### src/rtl/snow64_bfloat16_vec_binop_dispatch.sv
// Serialises the enabled BFloat16 lanes of one vector command onto a single shared multi-cycle binop unit.
// Optional macro SNOW64_BFLOAT16_VEC_DISPATCH_SUB_EN adds in_op_sub, which negates every issued b lane.
module snow64_bfloat16_vec_binop_dispatch #(
   parameter int NUM_LANES   = 4,
   parameter int WIDTH__LANE = 16
) (
   input  logic                             clk,
   input  logic                             rst,
   input  logic                             in_start,
   input  logic [NUM_LANES*WIDTH__LANE-1:0] in_a,
   input  logic [NUM_LANES*WIDTH__LANE-1:0] in_b,
   input  logic [NUM_LANES-1:0]             in_lane_mask,
`ifdef SNOW64_BFLOAT16_VEC_DISPATCH_SUB_EN
   input  logic                             in_op_sub,
`endif
   output logic                             out_can_accept_cmd,
   output logic                             out_data_valid,
   output logic [NUM_LANES*WIDTH__LANE-1:0] out_data,
   output logic                             out_binop_start,
   output logic [WIDTH__LANE-1:0]           out_binop_a,
   output logic [WIDTH__LANE-1:0]           out_binop_b,
   input  logic                             in_binop_data_valid,
   input  logic                             in_binop_can_accept_cmd,
   input  logic [WIDTH__LANE-1:0]           in_binop_data
);
   localparam int VEC_W = NUM_LANES * WIDTH__LANE;
   localparam int IDX_W = (NUM_LANES > 1) ? $clog2(NUM_LANES) : 1;
   localparam logic [IDX_W-1:0] LAST_IDX = IDX_W'(NUM_LANES - 1);

   typedef enum logic [2:0] {
      StIdle,
      StSelect,
      StIssue,
      StWait,
      StDone
   } state_t;

   state_t                 state_q, state_d;
   logic [IDX_W-1:0]       idx_q, idx_d;
   logic [VEC_W-1:0]       a_q, a_d;
   logic [VEC_W-1:0]       b_q, b_d;
   logic [NUM_LANES-1:0]   mask_q, mask_d;
   logic [VEC_W-1:0]       result_q, result_d;
   logic [VEC_W-1:0]       out_data_q, out_data_d;
   logic                   data_valid_q, data_valid_d;
   logic [WIDTH__LANE-1:0] binop_a_q, binop_a_d;
   logic [WIDTH__LANE-1:0] binop_b_q, binop_b_d;
   logic                   wait_armed_q, wait_armed_d;

   logic [WIDTH__LANE-1:0] lane_a;
   logic [WIDTH__LANE-1:0] lane_b;
   logic [WIDTH__LANE-1:0] lane_b_issue;
   logic                   last_lane;

   assign lane_a    = a_q[int'(idx_q)*WIDTH__LANE +: WIDTH__LANE];
   assign lane_b    = b_q[int'(idx_q)*WIDTH__LANE +: WIDTH__LANE];
   assign last_lane = (idx_q == LAST_IDX);

`ifdef SNOW64_BFLOAT16_VEC_DISPATCH_SUB_EN
   logic sub_q;

   always_ff @(posedge clk) begin
      if (rst) begin
         sub_q <= 1'b0;
      end else if (state_q == StIdle && in_start) begin
         sub_q <= in_op_sub;
      end
   end

   // Flipping the sign of b turns the shared adder into a subtractor.
   assign lane_b_issue = {lane_b[WIDTH__LANE-1] ^ sub_q, lane_b[WIDTH__LANE-2:0]};
`else
   assign lane_b_issue = lane_b;
`endif

   always_ff @(posedge clk) begin
      if (rst) begin
         state_q      <= StIdle;
         idx_q        <= '0;
         a_q          <= '0;
         b_q          <= '0;
         mask_q       <= '0;
         result_q     <= '0;
         out_data_q   <= '0;
         data_valid_q <= 1'b0;
         binop_a_q    <= '0;
         binop_b_q    <= '0;
         wait_armed_q <= 1'b0;
      end else begin
         state_q      <= state_d;
         idx_q        <= idx_d;
         a_q          <= a_d;
         b_q          <= b_d;
         mask_q       <= mask_d;
         result_q     <= result_d;
         out_data_q   <= out_data_d;
         data_valid_q <= data_valid_d;
         binop_a_q    <= binop_a_d;
         binop_b_q    <= binop_b_d;
         wait_armed_q <= wait_armed_d;
      end
   end

   always_comb begin
      state_d      = state_q;
      idx_d        = idx_q;
      a_d          = a_q;
      b_d          = b_q;
      mask_d       = mask_q;
      result_d     = result_q;
      out_data_d   = out_data_q;
      data_valid_d = 1'b0;
      binop_a_d    = binop_a_q;
      binop_b_d    = binop_b_q;
      wait_armed_d = wait_armed_q;

      case (state_q)
         StIdle: begin
            if (in_start) begin
               a_d     = in_a;
               b_d     = in_b;
               mask_d  = in_lane_mask;
               idx_d   = '0;
               state_d = StSelect;
            end
         end
         StSelect: begin
            if (mask_q[idx_q]) begin
               // Operands are registered here so they are stable for the whole StIssue stall.
               binop_a_d = lane_a;
               binop_b_d = lane_b_issue;
               state_d   = StIssue;
            end else begin
               result_d[int'(idx_q)*WIDTH__LANE +: WIDTH__LANE] = lane_a;
               if (last_lane) begin
                  state_d = StDone;
               end else begin
                  idx_d = idx_q + IDX_W'(1);
               end
            end
         end
         StIssue: begin
            if (in_binop_can_accept_cmd) begin
               wait_armed_d = 1'b0;
               state_d      = StWait;
            end
         end
         StWait: begin
            // The first wait cycle may still see the previous op's valid, so it is skipped.
            wait_armed_d = 1'b1;
            if (wait_armed_q && in_binop_data_valid) begin
               result_d[int'(idx_q)*WIDTH__LANE +: WIDTH__LANE] = in_binop_data;
               if (last_lane) begin
                  state_d = StDone;
               end else begin
                  idx_d   = idx_q + IDX_W'(1);
                  state_d = StSelect;
               end
            end
         end
         StDone: begin
            out_data_d   = result_q;
            data_valid_d = 1'b1;
            state_d      = StIdle;
         end
         default: begin
            state_d = StIdle;
         end
      endcase
   end

   always_comb begin
      out_can_accept_cmd = (state_q == StIdle);
      out_binop_start    = (state_q == StIssue) && in_binop_can_accept_cmd;
   end

   assign out_data_valid = data_valid_q;
   assign out_data       = out_data_q;
   assign out_binop_a    = binop_a_q;
   assign out_binop_b    = binop_b_q;
endmodule

### config.mk
export PLATFORM = sky130hd
export DESIGN_NAME = snow64_bfloat16_vec_binop_dispatch
export DESIGN_NICKNAME = d
export VERILOG_FILES = /design/src/rtl/snow64_bfloat16_vec_binop_dispatch.sv
export SDC_FILE = /design/constraint.sdc
export NUM_CORES = 1
export LEC_CHECK = 0
export CAP_MARGIN = 10
export CORE_UTILIZATION = 51
export DETAILED_ROUTE_END_ITERATION = 8
export PLACE_DENSITY = 0.89
export SYNTH_ARGS = -nofsm -noshare
export SYNTH_HDL_FRONTEND = slang
export SYNTH_SLANG_ARGS = --single-unit
export TNS_END_PERCENT = 50
### constraint.sdc
create_clock -name clk -period 3.4 [get_ports clk]
set_clock_uncertainty 0.2 [all_clocks]
set_input_delay 0.51 -clock clk [delete_from_list [all_inputs] [get_ports clk]]
set_output_delay 0.51 -clock clk [all_outputs]
set_load 0.1 [all_outputs]
==> results of run 1 <==
## layer usage
| metal | routed length, um | GRT usage | vias up |
|---|---|---|---|
| met5 | 12 | 0 | - |
| met4 | 1690 | 0.145 | 2 |
| met3 | 2800 | 0.0551 | 119 |
| met2 | 15600 | 0.436 | 489 |
| met1 | 13500 | 0.340 | 5054 |
| li1 | - | - | 5063 |
## sequential cells by signal, summed over array words and instances (netlist names), 2 cells and up
register / cells
a_q: 64
b_q: 64
out_data: 64
result_q: 64
out_binop_a: 16
out_binop_b: 16
mask_q: 4
state_q: 3
idx_q: 2
## cell families after synthesis
kind of cell               Yosys count
AOI/OAI and AO/OA                  305
muxes                               97
and+or+nand+nor                    567
adders and majority gates            5
DFF                                299
buffers and inverters              116
## worst paths after layout
| check | startpoint | endpoint | slack, ns | depth (start not counted) |
|---|---|---|---|---|
| worst min-delay path | result_q[42] | out_data[42] | 0.25 | 2 |
| worst min register to register | result_q[42] | out_data[42] | 0.25 | 2 |
| worst max register to register | idx_q[0] | result_q[13] | 0.80 | 6 |
| worst max-delay path | out_binop_b[6] | out_binop_b[6] | 0.67 | 1 |
## through the flow
stage                     worst slack, ns  total power, mW
after global routing                0.648             9.58
after global placement              0.879             5.89
after CTS                           0.665             9.24
after detailed placement            0.808             5.95
after floorplan                     0.448             5.41
final                               0.673             9.22
## where the power goes
part / leakage, nW / switching, mW / internal [mW]
Combinational: 2.94 / 1.19 / 0.740
Sequential: 2.43 / 0.185 / 3.80
Clock: 0.499 / 1.33 / 1.98
## synth_stat cells
master     count
and3_1         1
buf_2         23
nand2b_1      67
a22oi_1       64
nor2_1         4
a221o_1        1
or3b_4         1
o2bb2ai_1      1
a21oi_1      232
nand3b_1       1
mux4_2        33
o21ai_1        2
o21ai_0        2
dfxtp_1      299
a32oi_1        1
inv_1          4
nand4_4        3
nand3_1        3
buf_6          5
nor2_4         4
clkbuf_1      66
mux2i_1       64
nor3_4         2
nand2_1      462
nor3_1         2
and3b_1        2
nand4_1        3
or3b_1         2
or4b_4         2
o2111ai_1      1
and2_1         4
nor3b_1        1
buf_4         15
nor2b_1        2
a221oi_1       1
ha_1           5
nor4b_1        1
buf_1          3
## timing repair
item | CTS | global route
resized for setup | 0 | 0
hold endpoints to repair | 1 | 0
hold buffers | 1 | 0
## final cells by class
| class | count | area (um^2) | share of cell area |
|---|---|---|---|
| Sequential cell | 299 | 5990 | 0.387 |
| Multi-Input combinational cell | 974 | 5670 | 0.366 |
| Timing Repair Buffer | 264 | 2410 | 0.156 |
| Clock buffer | 45 | 908 | 0.0586 |
| Tap cell | 319 | 399 | 0.0258 |
| Clock inverter | 9 | 97.6 | 0.00630 |
| Inverter | 4 | 15.0 | 0.000969 |
| Antenna cell | 1 | 2.50 | 0.000162 |
## placed cells by master, fill, tap and decap left out, types with 31 or more instances in the layout
master           instances
mux4_2                  33
nand2_1                460
a22oi_1                 64
buf_4                  106
a21oi_1                232
clkbuf_16               31
mux2i_1                 64
clkdlybuf4s50_1        153
dfxtp_1                297
nand2b_1                67
==> impl_metrics.py, run 1 <==
metrics = {
    "status": {
        "status": "finished, final reports clean",
    },
    "detailed_routing": {
        "viasPerCell": 5.60,
        "first_pass_iters": 5,
        "wirelength_um": 33600,
        "vias": 10700,
        "detail-route-antenna-nets": 0,
        "wl_per_cell_um": 17.6,
        "drcViolationCount": 0,
        "drt_first_iter_violations": 989,
    },
    "worst_setup_path": {
        "crit_type": "flip-flop to output pin",
        "crit_path_top_delay_cell": "clkdlybuf4s50_1",
        "arrival_ns": 2.02,
        "crit_path_end_kind": "output pin",
        "required_ns": 2.69,
        "cp_cell_sequence": "clkdlybuf4s50_1",
        "cpPeakStageDelay_ns": 1.14,
        "critPathTopFamily": "buffers and inverters",
        "critPathBufInv": 1,
        "cp-start-kind": "flip-flop",
        "crit_path_max_fanout": 2,
    },
    "clock_tree": {
        "h-tree-depth": 1,
        "cts_setup_buffers": 0,
        "cts_tree": "built",
        "cts_made_buffers": 30,
        "cts.clk_slew.worst_paths_ns": 0.06,
        "cts-root-buf": "clkbuf_16",
        "clock_sinks": 299,
        "cts.path.max_buffers": 3,
        "clk_latency_ns": 0.55,
    },
    "finish": {
        "final_cells": 1915,
        "fin_nets": 1731,
        "final_area_um2": 15500,
        "syn_to_final_growth_pct": 27.0,
        "fillers": 1833,
        "utilization": 0.660,
        "drive_gt1_frac": 0.132,
    },
    "grt": {
        "grt_overflow": 0,
        "grt_pass1_wl_um": 51800,
        "grt_pass1_vias": 10200,
        "grt_max_degree": 299,
        "antenna_found_initial": 2,
        "grt_usage": 0.270,
    },
    "yosys": {
        "synth_area_leaders": "dfxtp_1 49%, nand2_1 14%, a21oi_1 9.5%, mux4_2 6.1%, mux2i_1 5.3%",
        "yosys.area.top_type_share": 0.491,
        "ys_seq_area_frac": 0.491,
        "yosysWarnings": 0,
        "syn_avg_cell_area_um2": 8.78,
        "synth_compound_area_frac": 0.140,
        "ys_types": 38,
        "synthAdderAreaFrac": 0.00513,
        "synth_top_family_by_area": "simple AND/OR/NAND/NOR gates",
        "syn_area_um2": 12200,
        "synth_simple_gate_area_frac": 0.205,
        "synth-seq-cells": 299,
        "synthMuxAreaShare": 0.114,
        "synth_xor_xnor_area_share": 0,
        "synth_area_leader_cell": "dfxtp_1",
        "synth_cells": 1389,
        "synth_nets": 1547,
    },
    "sta": {
        "report.final.slew_viol_count": 0,
        "finalCritPeriodShare": 0.802,
        "finalSetupTns_ns": 0,
        "relSlewSlack": 0.179,
        "worst_slew_pin_slew_ns": 1.23,
        "hold_slack_ns": 0.248,
        "setup_viol": 0,
        "clock.fmax_mhz": 367,
        "hold_violations": 0,
        "fin_crit_ns": 2.73,
        "rsz0062_at_grt": "false",
    },
    "floorplan": {
        "die_area_um2": 24500,
        "die_h_um": 157,
        "start_util": 0.519,
        "row_count": 56,
        "io_pins": 252,
        "die_x_um": 157,
        "design.core.area_um2": 23500,
    },
    "pwr": {
        "p_leak_nw": 5.87,
        "vdd_drop_max_uv": 369,
        "power_density_nw_per_um2": 595,
    },
    "placed_design": {
        "dpl.cell_count": 1859,
        "io_buffers": 251,
        "placed_area_um2": 14500,
        "dpl.hpwl_um": 23300,
        "gp_congestion": 0.884,
    },
    "job": {
        "drv_cap": 0,
    },
    "hold_path": {
        "hold_path.class": "flip-flop to flip-flop",
    },
}
(Power assumes the default switching activity.)
==> inputs of run 2 (changes only) <==
--- a/config.mk
+++ b/config.mk
@@ -6,9 +6,9 @@
 export NUM_CORES = 1
 export LEC_CHECK = 0
 export CAP_MARGIN = 10
-export CORE_UTILIZATION = 51
+export CORE_UTILIZATION = 46
 export DETAILED_ROUTE_END_ITERATION = 8
-export PLACE_DENSITY = 0.89
+export PLACE_DENSITY = 0.85
 export SYNTH_ARGS = -nofsm -noshare
 export SYNTH_HDL_FRONTEND = slang
 export SYNTH_SLANG_ARGS = --single-unit
==> constraint.sdc (replaced) <==
create_clock -name clk -period 2.45 [get_ports clk]
set_clock_uncertainty 0.2 [all_clocks]
set_input_delay 0.3675 -clock clk [delete_from_list [all_inputs] [get_ports clk]]
set_output_delay 0.3675 -clock clk [all_outputs]
set_load 0.1 [all_outputs]
==> impl_metrics.py, run 2 (synthesis results as in run 1) <==
metrics = {
    "status": {
        "status": "finished, final reports clean",
    },
    "finish": {
        "utilization": 0.602,
        "final_common_cell": "nand2_1",
        "final_cells": 1943,
        "syn_to_final_growth_pct": 28.7,
        "fillers": 2183,
        "diodes": 0,
        "fin_nets": 1746,
        "regArea_um2": 5990,
        "multi_input_area_um2": 5680,
        "drive_gt1_frac": 0.140,
        "final_area_um2": 15700,
        "final_cell_mix": "459 x nand2_1, 297 x dfxtp_1, 232 x a21oi_1",
    },
    "grt": {
        "grtUsageMet2": 0.412,
        "grt.busiest_layer": "met2",
        "grt_usage": 0.250,
        "grt_max_degree": 211,
        "grt.met1_usage": 0.320,
        "grt_pass1_wl_um": 53400,
        "gr-usage-met3": 0.0595,
        "antenna_found_initial": 2,
        "grt_pass1_vias": 10100,
        "grt_overflow": 0,
    },
    "pwr": {
        "p_sw_frac": 0.296,
        "vdd_drop_max_uv": 534,
        "comb_power_share": 0.222,
        "p_clk_frac": 0.354,
        "power_density_nw_per_um2": 825,
        "p_leak_nw": 5.96,
        "p_sw_mw": 3.83,
        "p_seq_frac": 0.424,
        "p_int_mw": 9.12,
    },
    "detailed_routing": {
        "viasPerCell": 5.50,
        "wirelength_um": 34400,
        "drt_first_iter_violations": 998,
        "drcViolationCount": 0,
        "wl_per_cell_um": 17.7,
        "detail-route-antenna-nets": 0,
        "vias": 10700,
        "first_pass_iters": 5,
    },
    "sta": {
        "finalSetupTns_ns": 0,
        "worst_slew_pin_slew_ns": 0.916,
        "finalCritPeriodShare": 0.954,
        "clock.fmax_mhz": 428,
        "hold_violations": 0,
        "fin_crit_ns": 2.34,
        "relSlewSlack": 0.390,
        "report.final.slew_viol_count": 0,
        "setup_viol": 0,
    },
    "floorplan": {
        "start_util": 0.468,
        "row_count": 59,
        "io_pins": 252,
        "design.core.area_um2": 26100,
        "die_h_um": 165,
        "die_x_um": 165,
        "die_area_um2": 27200,
    },
    "clock_tree": {
        "cts_tree": "built",
        "cts_made_buffers": 31,
        "h-tree-depth": 1,
        "cts.path.max_buffers": 3,
        "clk_latency_ns": 0.55,
        "cts.clk_slew.worst_paths_ns": 0.06,
        "cts-root-buf": "clkbuf_16",
        "clock_sinks": 299,
    },
    "placed_design": {
        "dpl.cell_count": 1888,
        "gp_congestion": 0.858,
        "placed_area_um2": 14700,
        "dpl.hpwl_um": 23500,
        "io_buffers": 251,
    },
    "worst_setup_path": {
        "reg2reg_slack_ns": 0.12,
        "rr_worst_depth": 6,
        "r2r_start": "idx_q[0]",
        "crit_path_max_fanout": 7,
        "crit_path_end_kind": "output pin",
        "timing.rr.end": "result_q[53]",
        "required_ns": 1.88,
        "cp-start-kind": "flip-flop",
        "crit_type": "flip-flop to output pin",
        "arrival_ns": 1.77,
    },
    "hold_path": {
        "min_from": "in_b[32]",
        "whs_path_depth": 3,
        "hold_end": "b_q[32]",
        "hold_path.class": "input pin to flip-flop",
    },
    "job": {
        "drv_cap": 0,
    },
}
## run 2: cell count changes in the layout (fill, tap and decap cells not counted), moves of 2 or more
cell,change
clkdlybuf4s50_1,-2
buf_4,+9
clkinv_2,-4
clkbuf_8,-2
clkinv_4,+3
clkbuf_1,+2
buf_12,+7
## run 2: worst max-delay path by stage
stage / startpoint / cells after the start / end
floorplan: idx_q[1] / 10 / result_q[10]
global placement: idx_q[1] / 6 / out_binop_b[11]
detailed placement: state_q[0] / 6 / result_q[62]
CTS: state_q[2] / 4 / out_binop_start
global route: idx_q[0] / 6 / result_q[53]
finish: state_q[2] / 4 / out_binop_start
## run 2: metrics by stage
step | worst slack [ns] | total power, mW | hold slack, ns
finish | 0.112 | 12.9 | 0.159
global route | -0.0000204 | 13.5 | 0.154
CTS | 0.0793 | 13.0 | 0.143
detailed placement | 0.132 | 8.44 | 0.244
global placement | 0.194 | 8.37 | 0.239
floorplan | -0.255 | 7.52 | 0.232
## run 2: layer usage
metal	share of wire	routed length, um
met5	0.00032	11
met4	0.036	1220
met3	0.10	3450
met2	0.47	16000
met1	0.40	13600
## run 2: power groups by stage
stage | Combinational (mW) | Clock (mW) | Sequential [mW]
2_1_floorplan | 1.93 | 0 | 5.59
3_3_place_gp | 2.80 | 0 | 5.56
3_5_place_dp | 2.85 | 0 | 5.59
4_1_cts | 2.87 | 4.64 | 5.49
5_1_grt | 3.10 | 4.86 | 5.53
6_report | 2.87 | 4.58 | 5.49
## run 2: worst max-delay path, stage by stage, from the launching register on
cell	delay, ns
dfxtp_1	0.38
buf_4	0.19
nand2b_1	0.15
nor2_1	0.28
buf_12	0.22
## run 2: what timing repair did
| item | CTS | global route |
|---|---|---|
| resized for setup | 0 | 1 |
| endpoints found under the setup margin | 0 | 7 |
| hold buffers | 1 | 0 |
| buffers inserted | 0 | 1 |
| hold endpoints to repair | 5 | 0 |
## run 2: final cells by class
type	instances	share of cell area
multi-input cells	974	0.362
repair buffers	278	0.166
inverters	4	0.000957
clock inverters	8	0.00670
clock buffers	45	0.0566
flip-flops and latches	299	0.382
well taps	335	0.0267
